**src/rtl/uart_core_param.sv**
```systemverilog
// uart_core_param: parametrised UART transceiver (TX + RX) sharing a 16x oversampling tick.
// Define UART_LOOPBACK_EN to add a loopback input that feeds the internal tx into RX and parks the tx pin high.
module uart_core_param #(
  parameter int unsigned DATA_BITS = 8,
  parameter int unsigned PARITY    = 0,
  parameter int unsigned STOP_BITS = 1,
  parameter int unsigned DIV_W     = 16
) (
  input  logic                 clk,
  input  logic                 reset,
  input  logic [DIV_W-1:0]     baud_div,
  input  logic [DATA_BITS-1:0] tx_data,
  input  logic                 tx_valid,
  output logic                 tx_ready,
  output logic                 tx,
  input  logic                 rx,
`ifdef UART_LOOPBACK_EN
  input  logic                 loopback,
`endif
  output logic [DATA_BITS-1:0] rx_data,
  output logic                 rx_valid,
  output logic                 rx_parity_err,
  output logic                 rx_frame_err
);
  localparam int unsigned BCNT_W  = 4;
  localparam logic        HAS_PAR = (PARITY != 0);
  localparam logic        PAR_ODD = (PARITY == 1);

  typedef enum logic [2:0] {ST_IDLE, ST_START, ST_DATA, ST_PAR, ST_STOP} state_e;

  // Tick generator; a new divisor is picked up only when the counter wraps
  logic [DIV_W-1:0] div_eff_c;
  logic [DIV_W-1:0] div_q;
  logic [DIV_W-1:0] tick_cnt_q;
  logic             tick_c;

  assign div_eff_c = (baud_div == '0) ? DIV_W'(1) : baud_div;
  assign tick_c    = (tick_cnt_q == div_q - DIV_W'(1));

  always_ff @(posedge clk) begin
    if (!reset) begin
      tick_cnt_q <= '0;
      div_q      <= div_eff_c;
    end else if (tick_c) begin
      tick_cnt_q <= '0;
      div_q      <= div_eff_c;
    end else begin
      tick_cnt_q <= tick_cnt_q + DIV_W'(1);
    end
  end

  // Transmitter
  state_e                tx_state_q;
  logic [3:0]            tx_tcnt_q;
  logic [BCNT_W-1:0]     tx_bcnt_q;
  logic [DATA_BITS-1:0]  tx_shift_q;
  logic                  tx_par_q;
  logic                  tx_q;
  logic                  tx_ready_q;

  always_ff @(posedge clk) begin
    if (!reset) begin
      tx_state_q <= ST_IDLE;
      tx_tcnt_q  <= '0;
      tx_bcnt_q  <= '0;
      tx_shift_q <= '0;
      tx_par_q   <= 1'b0;
      tx_q       <= 1'b1;
      tx_ready_q <= 1'b1;
    end else if (tx_state_q == ST_IDLE) begin
      if (tx_valid) begin
        tx_shift_q <= tx_data;
        tx_par_q   <= (^tx_data) ^ PAR_ODD;
        tx_tcnt_q  <= '0;
        tx_state_q <= ST_START;
        tx_q       <= 1'b0;
        tx_ready_q <= 1'b0;
      end
    end else if (tick_c) begin
      tx_tcnt_q <= tx_tcnt_q + 4'd1;
      if (tx_tcnt_q == 4'd15) begin
        case (tx_state_q)
          ST_START: begin
            tx_q       <= tx_shift_q[0];
            tx_shift_q <= tx_shift_q >> 1;
            tx_bcnt_q  <= '0;
            tx_state_q <= ST_DATA;
          end
          ST_DATA: begin
            if (tx_bcnt_q == BCNT_W'(DATA_BITS - 1)) begin
              tx_bcnt_q <= '0;
              if (HAS_PAR) begin
                tx_q       <= tx_par_q;
                tx_state_q <= ST_PAR;
              end else begin
                tx_q       <= 1'b1;
                tx_state_q <= ST_STOP;
              end
            end else begin
              tx_bcnt_q  <= tx_bcnt_q + BCNT_W'(1);
              tx_q       <= tx_shift_q[0];
              tx_shift_q <= tx_shift_q >> 1;
            end
          end
          ST_PAR: begin
            tx_q       <= 1'b1;
            tx_bcnt_q  <= '0;
            tx_state_q <= ST_STOP;
          end
          ST_STOP: begin
            if (tx_bcnt_q == BCNT_W'(STOP_BITS - 1)) begin
              tx_state_q <= ST_IDLE;
              tx_ready_q <= 1'b1;
            end else begin
              tx_bcnt_q <= tx_bcnt_q + BCNT_W'(1);
            end
          end
          default: tx_state_q <= ST_IDLE;
        endcase
      end
    end
  end

  logic rx_src_c;
`ifdef UART_LOOPBACK_EN
  assign rx_src_c = loopback ? tx_q : rx;
  assign tx       = tx_q | loopback;
`else
  assign rx_src_c = rx;
  assign tx       = tx_q;
`endif

  // Receiver: two-flop synchroniser, then mid-bit sampling on the shared tick
  logic [1:0]           rx_sync_q;
  logic                 rx_s_c;
  state_e               rx_state_q;
  logic [3:0]           rx_tcnt_q;
  logic [BCNT_W-1:0]    rx_bcnt_q;
  logic [DATA_BITS-1:0] rx_shift_q;
  logic [DATA_BITS-1:0] rx_data_q;
  logic                 rx_par_q;
  logic                 rx_ferr_acc_q;
  logic                 rx_valid_q;
  logic                 rx_perr_q;
  logic                 rx_ferr_q;
  logic                 rx_mid_c;

  assign rx_s_c   = rx_sync_q[1];
  assign rx_mid_c = tick_c && (rx_tcnt_q == 4'd15);

  always_ff @(posedge clk) begin
    if (!reset) begin
      rx_sync_q     <= 2'b11;
      rx_state_q    <= ST_IDLE;
      rx_tcnt_q     <= '0;
      rx_bcnt_q     <= '0;
      rx_shift_q    <= '0;
      rx_data_q     <= '0;
      rx_par_q      <= 1'b0;
      rx_ferr_acc_q <= 1'b0;
      rx_valid_q    <= 1'b0;
      rx_perr_q     <= 1'b0;
      rx_ferr_q     <= 1'b0;
    end else begin
      rx_sync_q  <= {rx_sync_q[0], rx_src_c};
      rx_valid_q <= 1'b0;
      if (tick_c && (rx_state_q != ST_IDLE)) rx_tcnt_q <= rx_tcnt_q + 4'd1;
      case (rx_state_q)
        ST_IDLE: begin
          if (!rx_s_c) begin
            rx_tcnt_q     <= '0;
            rx_ferr_acc_q <= 1'b0;
            rx_state_q    <= ST_START;
          end
        end
        ST_START: begin
          // line high at the start-bit centre means the falling edge was a glitch
          if (tick_c && (rx_tcnt_q == 4'd7)) begin
            rx_tcnt_q  <= '0;
            rx_bcnt_q  <= '0;
            rx_state_q <= rx_s_c ? ST_IDLE : ST_DATA;
          end
        end
        ST_DATA: begin
          if (rx_mid_c) begin
            rx_shift_q <= {rx_s_c, rx_shift_q[DATA_BITS-1:1]};
            if (rx_bcnt_q == BCNT_W'(DATA_BITS - 1)) begin
              rx_bcnt_q  <= '0;
              rx_state_q <= HAS_PAR ? ST_PAR : ST_STOP;
            end else begin
              rx_bcnt_q <= rx_bcnt_q + BCNT_W'(1);
            end
          end
        end
        ST_PAR: begin
          if (rx_mid_c) begin
            rx_par_q   <= rx_s_c;
            rx_bcnt_q  <= '0;
            rx_state_q <= ST_STOP;
          end
        end
        ST_STOP: begin
          if (rx_mid_c) begin
            if (rx_bcnt_q == BCNT_W'(STOP_BITS - 1)) begin
              rx_data_q  <= rx_shift_q;
              rx_ferr_q  <= rx_ferr_acc_q | ~rx_s_c;
              rx_perr_q  <= HAS_PAR && (((^rx_shift_q) ^ rx_par_q) != PAR_ODD);
              rx_valid_q <= 1'b1;
              rx_state_q <= ST_IDLE;
            end else begin
              rx_ferr_acc_q <= rx_ferr_acc_q | ~rx_s_c;
              rx_bcnt_q     <= rx_bcnt_q + BCNT_W'(1);
            end
          end
        end
        default: rx_state_q <= ST_IDLE;
      endcase
    end
  end

  assign tx_ready      = tx_ready_q;
  assign rx_data       = rx_data_q;
  assign rx_valid      = rx_valid_q;
  assign rx_parity_err = rx_perr_q;
  assign rx_frame_err  = rx_ferr_q;
endmodule

```
**config.mk**
```make
export PLATFORM = sky130hd
export DESIGN_NAME = uart_core_param
export DESIGN_NICKNAME = d
export VERILOG_FILES = /design/src/rtl/uart_core_param.sv
export SDC_FILE = /design/constraint.sdc
export NUM_CORES = 1
export LEC_CHECK = 0
export BUFFER_PORTS_ARGS = -buffer_cell sky130_fd_sc_hd__buf_2
export CELL_PAD_IN_SITES_DETAIL_PLACEMENT = 0
export CELL_PAD_IN_SITES_GLOBAL_PLACEMENT = 1
export CORE_MARGIN = 2
export CORE_UTILIZATION = 45
export CTS_BUF_LIST = sky130_fd_sc_hd__clkbuf_4 sky130_fd_sc_hd__clkbuf_8 sky130_fd_sc_hd__clkbuf_16
export DETAILED_ROUTE_END_ITERATION = 7
export HOLD_SLACK_MARGIN = 0.08
export PLACE_DENSITY = 0.79
export SETUP_SLACK_MARGIN = 0.02
export SYNTH_ARGS = -nofsm -noshare
export SYNTH_HDL_FRONTEND = slang
export SYNTH_SLANG_ARGS = --single-unit
```
**constraint.sdc**
```tcl
create_clock -name clk -period 5.7 [get_ports clk]
set_input_delay 0.285 -clock clk [delete_from_list [all_inputs] [get_ports clk]]
set_output_delay 0.285 -clock clk [all_outputs]
set_load 0.02 [all_outputs]
```
==> results.toml, run 1 <==
[final_layout]
multi_input_area_sq_um = 2370
fillers = 930
num-nets-final = 542
area_delta_synth_final_pct = 9.88
diodes = 0
regArea_sq_um = 1860
drive_gt1_share_pct = 13.9

[global_route]
grt_pass1_vias = 3195
antenna_found_initial = 0
overflow = 0
grt_pass1_wl_mm = 15.2
grt_start_max_net_pins = 35
grtUsageTotal_pct = 18.3

[setup_path]
crit_arrival_ns = 4.33
worstSetupPathType = "reg -> reg"
cp-start-kind = "flop"
cp_data_required_time_ns = 5.97
r2r_cells = 10
rrSetupSlack_ns = 1.64
cp-startpoint = "div_q[0]$_SDFFCE_PN1P_"
crit_fanout = 14
r2r_end = "rx_bcnt_q[3]$_SDFFE_PN0P_"
cp-end-kind = "flop"
endpoint = "rx_bcnt_q[3]$_SDFFE_PN0P_"
reg2reg_from = "div_q[0]$_SDFFCE_PN1P_"

[floorplan]
num_io_pins = 41
core_sq_um = 9640
die_width_um = 103
num_rows = 36
dieArea_sq_um = 10600
fp.dieH_um = 103
start_util_pct = 45.7

[drt]
wl_per_cell_um = 14.2
routed_wl_mm = 9.13
drc = 0
vias = 3469
drtIter0Drc = 200
antenna_left = 0
vias_per_cell = 5.39
first_pass_iters = 5

[place]
gp_congestion = 0.807
dp_slack_ns = 1.71
hpwl_mm = 6.51
io_buffers = 39

[timing]
fmax_mhz = 246
slew_headroom_pct = 31.1
finalCritPeriodShare_pct = 71.3
min_period_ns = 4.06
rsz0062_at_grt = "no"
setup_slack_ns = 1.64
hold_viol = 0
worstMarginPinSlew_ns = 1.03
setup_viol = 0
finClkSkew_ns = 0.00863
setup-tns-final_ns = 0
drv_slew = 0

[clocking]
ctsResizeCount = 0
root_buffer = "clkbuf_8"
clk_pin_slew_ns = 0.09
cts_max_level = 3
post_cts_buffers = 0
ctsHoldBuffers = 0
clock-sinks = 85
cts_buffer_depth = 2
cts_tree = "built"
clk_latency_ns = 0.36
numCtsBuffers = 9

[run_status]
status = "completed"

[synth]
avgSynthCellArea_sq_um = 9.00
syn_nets = 526
synth_area_sq_um = 4410
yosysSeqAreaShare_pct = 42.2
ys_top_cells_by_area = "dfxtp_1 31%, edfxtp_1 11%, mux2i_1 5.7%"
synth_top_area_cell = "dfxtp_1"
synth-edff-count = 16
synth_flop_cell = "dfxtp_1"
async_flop_share_pct = 0
synthCells = 490
synth_top_area_share_pct = 31.3
ys_types = 62
synth-seq-cells = 85
yosysWarnings = 0

[power]
power_density_nw_per_um2 = 241
peakVddDrop_mv = 0.158
leakage_uw = 0.00187

[job]
maxCapViolations = 0

[min_path]
hp-class = "in -> reg"
## kinds of logic (layout without fill, tap and decap cells)
kind of cell	Yosys count	in the layout	share of synthesized area, %
compound gates	87	87	12.7
buf+inv	47	68	4.20
fa+ha+maj	8	8	2.27
flops	85	85	42.2
xor+xnor	36	36	7.47
mux	25	25	5.68
other cells	1	1	0.0851
simple gates	201	201	25.4
## cell usage after synthesis, drive strengths merged (2+ instances only)
master,n
o21a,5
nand3b,2
or2,3
nor4b,3
a31oi,2
xor2,17
a21boi,2
nand3,23
nand4b,5
o21ai,17
o211ai,5
mux2i,25
inv,11
clkbuf,31
nand2,30
ha,8
nor3b,4
and3,9
o31ai,11
a21oi,29
and3b,2
and2,3
nor2,59
or4,8
nor3,10
nor2b,4
nand2b,6
edfxtp,16
dfxtp,69
buf,4
or3,6
nand4,12
nor4,9
a211oi,4
xnor2,18
## worst min path at each step
stage / start / to / slack [ns] / cells past startpoint
2_1_floorplan: rx_sync_q[0]$_SDFF_PN1_ / rx_sync_q[1]$_SDFF_PN1_ / 0.39 / 1
3_3_place_gp: rx_sync_q[0]$_SDFF_PN1_ / rx_sync_q[1]$_SDFF_PN1_ / 0.40 / 1
3_5_place_dp: rx_sync_q[0]$_SDFF_PN1_ / rx_sync_q[1]$_SDFF_PN1_ / 0.40 / 1
4_1_cts: rx / rx_sync_q[0]$_SDFF_PN1_ / 0.09 / 2
5_1_grt: baud_div[15] / div_q[15]$_SDFFCE_PN0P_ / 0.08 / 1
6_report: rx / rx_sync_q[0]$_SDFF_PN1_ / 0.11 / 2
## stage by stage
stage	cells	instance area (sq um)	hold WS (ns)	utilization, %	power, uW
finish	644	4840	0.111	50.2	1170
global route	644	4840	0.0846	50.2	1220
CTS	644	4840	0.0941	50.2	1190
detailed placement	628	4640	0.402	48.2	746
global placement	628	4640	0.401	48.2	745
floorplan	490	4410	0.386	-	721
## per-layer routing
layer  wire [um]  vias up  track usage, %
met2        4180       62            28.5
li1            -     1781               -
met3         339       12            4.95
met1        4490     1614            24.5
met5           0        -               0
met4         127        0            6.48
## placed cells by master (no fill, tap or decap), drive strengths merged, types with 4 or more instances in the layout
cell type / count
a211oi: 4
a21oi: 29
and3: 9
buf: 40
clkbuf: 11
dfxtp: 69
edfxtp: 16
ha: 8
inv: 14
mux2i: 25
nand2: 30
nand2b: 6
nand3: 23
nand4: 12
nand4b: 5
nor2: 59
nor2b: 4
nor3: 10
nor3b: 4
nor4: 9
o211ai: 5
o21a: 5
o21ai: 17
o31ai: 11
or3: 6
or4: 8
xnor2: 18
xor2: 17
## worst max-delay path, cell delays in order, from the launching register on
cell	delay, ns
edfxtp_1	0.46
inv_1	0.09
ha_1	0.18
nor3b_1	0.57
a21boi_0	0.19
o41ai_1	0.55
o21a_1	0.29
nor4b_4	0.65
nand3_2	0.28
or4_1	0.57
a21oi_1	0.14
## power breakdown
part           leakage [uW]  internal (uW)  switching, uW
clock              0.000102            201            234
combinational       0.00105           36.8           51.5
sequential         0.000716            628           16.3
## cell type report
cell class	instances	area share (%)
tap	133	3.44
clock buffer	11	3.36
multi-input combinational	358	48.9
sequential	85	38.4
timing repair buffer	40	4.18
clock inverter	5	0.801
inverter	12	0.930
## state kept, by name (all words and copies together), names as in the netlist, 8 cells and up
signal,count
rx_data,8
tick_cnt_q,16
tx_shift_q,8
div_q,16
rx_shift_q,8
Note: power is estimated with default switching activity, not from simulation.
==> run 2, diff against run 1 <==
--- a/config.mk
+++ b/config.mk
@@ -5,11 +5,12 @@
 export SDC_FILE = /design/constraint.sdc
 export NUM_CORES = 1
 export LEC_CHECK = 0
+export ABC_AREA = 1
 export BUFFER_PORTS_ARGS = -buffer_cell sky130_fd_sc_hd__buf_2
 export CELL_PAD_IN_SITES_DETAIL_PLACEMENT = 0
 export CELL_PAD_IN_SITES_GLOBAL_PLACEMENT = 1
 export CORE_MARGIN = 2
-export CORE_UTILIZATION = 45
+export CORE_UTILIZATION = 43
 export CTS_BUF_LIST = sky130_fd_sc_hd__clkbuf_4 sky130_fd_sc_hd__clkbuf_8 sky130_fd_sc_hd__clkbuf_16
 export DETAILED_ROUTE_END_ITERATION = 7
 export HOLD_SLACK_MARGIN = 0.08
==> constraint.sdc (replaced) <==
create_clock -name clk -period 3.79 [get_ports clk]
set_input_delay 0.1895 -clock clk [delete_from_list [all_inputs] [get_ports clk]]
set_output_delay 0.1895 -clock clk [all_outputs]
set_load 0.02 [all_outputs]
==> run 2 against run 1 <==
Count of clock-buffer cells in the layout down 1; first-iteration DRC count rose by 50%; via count grew 19%; critical endpoint is now tick_cnt_q[9]$_SDFF_PP0_; critical path type unchanged.
==> results.toml, run 2 <==
[run_status]
status = "completed"

[floorplan]
die_width_um = 108
fp.dieH_um = 108
dieArea_sq_um = 11600
start_util_pct = 44.5
num_rows = 37
num_io_pins = 41
core_sq_um = 10400

[place]
placed_area_sq_um = 4880
dp_slack_ns = 0.805
io_buffers = 39
dp.cells = 801
hpwl_mm = 7.62
gp_congestion = 0.866

[clocking]
ctsHoldBuffers = 17
root_buffer = "clkbuf_8"
numCtsBuffers = 9
cts_buffer_depth = 2
clk_pin_slew_ns = 0.09
ctsResizeCount = 0
cts_max_level = 3
clk_latency_ns = 0.36
post_cts_buffers = 0
clock-sinks = 85
cts_tree = "built"

[setup_path]
cpMostUsedCell = "nand3_1"
reg2reg_from = "div_q[0]$_SDFFCE_PN1P_"
crit_chain = "inv_1 -> ha_1 -> nand2_1 -> nor2_4 -> nand3_1 -> nand3_1 -> nand3_1 -> nor2_4 -> nand3_1 -> nand2_1 -> buf_4 -> nor3b_1"
cpMaxStageDelayCell = "nand2_1"
rrSetupSlack_ns = 0.82
cp_data_required_time_ns = 4.04
cp-end-kind = "flop"
crit_arrival_ns = 3.22
crit_fanout = 18
worstSetupPathType = "reg -> reg"
r2r_cells = 12
max_stage_delay_ns = 0.61
cp-start-kind = "flop"
r2r_end = "tick_cnt_q[9]$_SDFF_PP0_"

[min_path]
min_to = "div_q[0]$_SDFFCE_PN1P_"
worstHoldPathCells = 2
hp-class = "in -> reg"
hold_path_startpoint = "baud_div[0]"

[synth]
ys_top_cells_by_area = "dfxtp_1 30%, nand2_1 12%, edfxtp_1 10%"
synth_area_sq_um = 4610
synth_top_area_share_pct = 29.9
synth_xor_area_share_pct = 3.42
yosysWarnings = 0
ys_types = 39
async_flop_share_pct = 0
synth-seq-cells = 85
synthCells = 649
synth_compound_area_share_pct = 9.95
synth_top_area_cell = "dfxtp_1"
synth_top_family_by_area = "simple AND/OR/NAND/NOR gates"
synth-edff-count = 16
synth_mux_area_share_pct = 1.74
synth_flop_cell = "dfxtp_1"
avgSynthCellArea_sq_um = 7.11
syn_nets = 685
synth-simple-area-share_pct = 33.4
yosysSeqAreaShare_pct = 40.3
synth_fa_ha_area_share_pct = 2.17
ys_top_cells_by_count = "144 x nand2_1, 80 x nor2_1, 73 x inv_1"
yosysMostFrequentCell = "nand2_1"

[final_layout]
area_delta_synth_final_pct = 14.5
largestRegisters = "div_q (16), tick_cnt_q (16)"
drive_gt1_share_pct = 12.9
diodes = 0
final_cell_mix = "144 x nand2_1, 80 x nor2_1, 73 x inv_1, 69 x dfxtp_1, 54 x nand3_1"
layout_commonest_cell = "nand2_1"
stdcell_count = 834
num-nets-final = 729
stdcell_area_sq_um = 5280

[global_route]
grtUsageTotal_pct = 18.9
grt_pass1_vias = 3866
antenna_found_initial = 0
overflow = 0
grt_pass1_wl_mm = 17.5
grt_start_max_net_pins = 36

[power]
peakVddDrop_mv = 0.324
cellInternalPower_uw = 1660
seq_power_share_pct = 42.2
power_density_nw_per_um2 = 479
leakage_uw = 0.00230
swShare_pct = 34.6
pwr-share-clk_pct = 29.1
combinationalPowerShare_pct = 28.7
power_switching_uw = 875

[timing]
finalCritPeriodShare_pct = 78.4
setup_viol = 0
worstMarginPinSlew_ns = 0.777
drv_slew = 0
hold_slack_ns = 0.111
rsz0062_at_grt = "no"
finClkSkew_ns = 0.0152
slew_headroom_pct = 48.1
min_period_ns = 2.97
fmax_mhz = 337
setup-tns-final_ns = 0
hold_viol = 0
setup_slack_ns = 0.820

[job]
maxCapViolations = 0

[drt]
routed_wl_mm = 10.3
drt-met1-wl_mm = 5.09
top_signal_layer_used = "met4"
drc = 0
vias_per_cell = 4.94
vias = 4117
antenna_left = 0
first_pass_iters = 5
drtIter0Drc = 299
routed-wl-met3_um = 329
route.met2.wl_mm = 4.70
wl_per_cell_um = 12.3
## run 2: cells by family after synthesis
| group | Yosys count |
|---|---|
| other | 1 |
| AO/OA/AOI/OAI | 86 |
| multiplexers | 8 |
| XOR/XNOR | 18 |
| flip-flops | 85 |
| adder cells (fa/ha/maj) | 8 |
| AND/OR/NAND/NOR | 339 |
| buffers and inverters | 104 |
## run 2: final cells by class
type,count,area [sq um]
clock buffers,10,138
clock inverters,6,92.6
fillers,1042,5090
inverters,78,293
multi-input cells,460,2340
flip-flops and latches,85,1860
well taps,136,170
repair buffers,59,388
## run 2: per-stage QoR
step	power, uW	utilization, %
2_1_floorplan	1650	-
3_3_place_gp	1790	47.1
3_5_place_dp	1800	47.1
4_1_cts	2560	51.0
5_1_grt	2700	51.0
6_report	2530	51.0
## run 2: worst max-delay path by stage
stage,startpoint,endpoint,slack [ns],cells after the start
floorplan,div_q[0]$_SDFFCE_PN1P_,div_q[0]$_SDFFCE_PN1P_,1.24,11
detailed placement,div_q[0]$_SDFFCE_PN1P_,tick_cnt_q[9]$_SDFF_PP0_,0.81,12
finish,div_q[0]$_SDFFCE_PN1P_,tick_cnt_q[9]$_SDFF_PP0_,0.82,12
CTS,div_q[0]$_SDFFCE_PN1P_,tick_cnt_q[9]$_SDFF_PP0_,0.80,12
global placement,div_q[0]$_SDFFCE_PN1P_,tick_cnt_q[9]$_SDFF_PP0_,0.92,12
global route,div_q[0]$_SDFFCE_PN1P_,tick_cnt_q[9]$_SDFF_PP0_,0.52,12
## run 2: critical path, delay by kind of cell (launching register included)
| kind | cells | cell delay (ns) |
|---|---|---|
| simple gates | 9 | 1.71 |
| buf+inv | 2 | 0.43 |
| fa+ha+maj | 1 | 0.30 |
| flops | 1 | 0.41 |
## run 2: per-layer routing
layer  vias up  GRT usage, %
li1       2177             -
met1      1869          25.1
met2        60          31.0
met3        11          3.75
met4         0          5.95
met5         -             0
## run 2: power by group through the flow
stage / clock, uW / sequential, uW / combinational [uW]
2_1_floorplan: 0 / 1080 / 567
3_3_place_gp: 0 / 1080 / 703
3_5_place_dp: 0 / 1090 / 712
4_1_cts: 762 / 1070 / 730
5_1_grt: 792 / 1080 / 826
6_report: 737 / 1070 / 727
==> run 3, diff against run 2 <==
==> constraint.sdc (replaced) <==
create_clock -name clk -period 2.8 [get_ports clk]
set_input_delay 0.14 -clock clk [delete_from_list [all_inputs] [get_ports clk]]
set_output_delay 0.14 -clock clk [all_outputs]
set_load 0.02 [all_outputs]
==> run 3 against run 2 <==
Sequential power is 36% higher; combinational power grew 47%; core utilization rose by 1.1 points; clock skew down 0.0055 ns; critical path type unchanged; critical endpoint is now tx_shift_q[3]$_SDFFE_PN0P_; largest cell class unchanged; highest routed layer unchanged.
==> results.toml, run 3 (synthesis gave the netlist of run 2 again) <==
[timing]
rsz0062_at_grt = "no"
fmax_mhz = 406
min_period_ns = 2.46
worstMarginPinSlew_ns = 0.579
hold_viol = 0
slew_headroom_pct = 61.3
setup-tns-final_ns = 0
finClkSkew_ns = 0.00969
setup_viol = 0
finalCritPeriodShare_pct = 87.9
drv_slew = 0

[place]
io_buffers = 39
hpwl_mm = 7.46
gp_congestion = 0.882

[clocking]
cts_max_level = 3
clock-sinks = 85
clk_pin_slew_ns = 0.09
root_buffer = "clkbuf_8"
cts_tree = "built"
numCtsBuffers = 9
cts_buffer_depth = 2
clk_latency_ns = 0.37

[floorplan]
num_io_pins = 41
dieArea_sq_um = 11600
num_rows = 37
core_sq_um = 10400
start_util_pct = 44.5
fp.dieH_um = 108
die_width_um = 108

[power]
peakVddDrop_mv = 0.450
leakage_uw = 0.00235
swShare_pct = 36.5
power_switching_uw = 1230
combinationalPowerShare_pct = 31.6
power_density_nw_per_um2 = 626
cellInternalPower_uw = 2150
pwr-share-clk_pct = 25.6
seq_power_share_pct = 42.8

[min_path]
hp-class = "in -> reg"

[final_layout]
layout_commonest_cell = "nand2_1"
fin_util_pct = 52.0
area_delta_synth_final_pct = 16.9
drive_gt1_share_pct = 13.8
num-nets-final = 742
final_cell_mix = "144 x nand2_1, 80 x nor2_1, 72 x inv_1, 69 x dfxtp_1, 54 x nand3_1"
largestRegisters = "div_q (16), tick_cnt_q (16)"
diodes = 0

[drt]
vias_per_cell = 4.89
routed_wl_mm = 10.4
drtIter0Drc = 252
vias = 4139
first_pass_iters = 5
antenna_left = 0
drc = 0
wl_per_cell_um = 12.3

[setup_path]
max_stage_delay_ns = 0.41
crit_chain = "inv_2 -> ha_4 -> nand2_1 -> nor2_4 -> nand3_1 -> nand3_1 -> nand2_1 -> nor2_1 -> nand2_1 -> nor2_1 -> nand2_1 -> nand2_1 -> nand2_2 -> nor2_4 -> o21ai_0 -> a21oi_1"
crit_arrival_ns = 2.76
crit_fanout = 7
cpMaxStageDelayCell = "edfxtp_1"
cp-end-kind = "flop"
cpMostUsedCell = "nand2_1"
cp-start-kind = "flop"
cp_data_required_time_ns = 3.10
worst-path-buf-inv = 1
crit_family = "simple AND/OR/NAND/NOR gates"
worstSetupPathType = "reg -> reg"

[global_route]
grt_pass1_wl_mm = 17.6
antenna_found_initial = 0
grt_start_max_net_pins = 35
grtUsageTotal_pct = 19.2
grt_pass1_vias = 3838
overflow = 0

[run_status]
status = "completed"

[job]
maxCapViolations = 0
-- run 3: changes by cell type in the layout (fill, tap and decap cells not counted), moves of 2 or more --
cell and delta:
clkinv_4 -2, bufinv_16 -2, clkinv_2 +3, dlygate4sd3_1 +8, buf_4 +3
-- run 3: layout make-up --
class,count,area [sq um]
multi-input cells,461,2370
clock buffers,11,163
fillers,1031,4970
repair buffers,71,510
flip-flops and latches,85,1860
clock inverters,5,30.0
well taps,136,170
inverters,78,293
-- run 3: tightest hold or removal path, stage by stage --
cell and delay (ns):
buf_2 0.10, nand2_1 0.13, a21oi_1 0.08
-- run 3: stage by stage --
step           hold WS, ns  instance area [sq um]  setup WS, ns  instances  total power, uW
2_1_floorplan        0.247                   4610         0.251        649             2230
3_3_place_gp         0.332                   4900         0.243        802             2430
3_5_place_dp         0.332                   4900         0.188        802             2440
4_1_cts             0.0965                   5350         0.172        843             3350
5_1_grt              0.148                   5400        0.0539        847             3630
6_report             0.130                   5400         0.338        847             3380
-- run 3: layer usage --
| metal | GRT usage (%) | up-vias | routed length (um) |
|---|---|---|---|
| met5 | 0 | - | 0 |
| met4 | 7.51 | 0 | 166 |
| met3 | 3.33 | 14 | 304 |
| met2 | 30.2 | 58 | 4770 |
| met1 | 26.1 | 1858 | 5200 |
| li1 | - | 2209 | - |
-- run 3: final timing paths --
path,start,cells past startpoint,slack (ns),endpoint
setup / recovery,div_q[0]$_SDFFCE_PN1P_,16,0.34,tx_shift_q[3]$_SDFFE_PN0P_
setup reg to reg,div_q[0]$_SDFFCE_PN1P_,16,0.34,tx_shift_q[3]$_SDFFE_PN0P_
hold / removal,tx_valid,3,0.13,tx_state_q[0]$_SDFFE_PN0P_
hold reg to reg,rx_sync_q[0]$_SDFF_PN1_,1,0.42,rx_sync_q[1]$_SDFF_PN1_
-- run 3: power by group through the flow --
stage          logic (uW)  registers [uW]  clock network (uW)
2_1_floorplan         767            1460                   0
3_3_place_gp          956            1470                   0
3_5_place_dp          967            1470                   0
4_1_cts               998            1440                 903
5_1_grt              1220            1460                 947
6_report             1070            1450                 865
-- run 3: repair_timing --
action / 4_1_cts / 5_1_grt
resized for setup: 0 / 6
hold buffers: 25 / 0
buffers inserted: 0 / 3
endpoints found under the hold margin: 25 / 0
setup endpoints to repair: 0 / 58
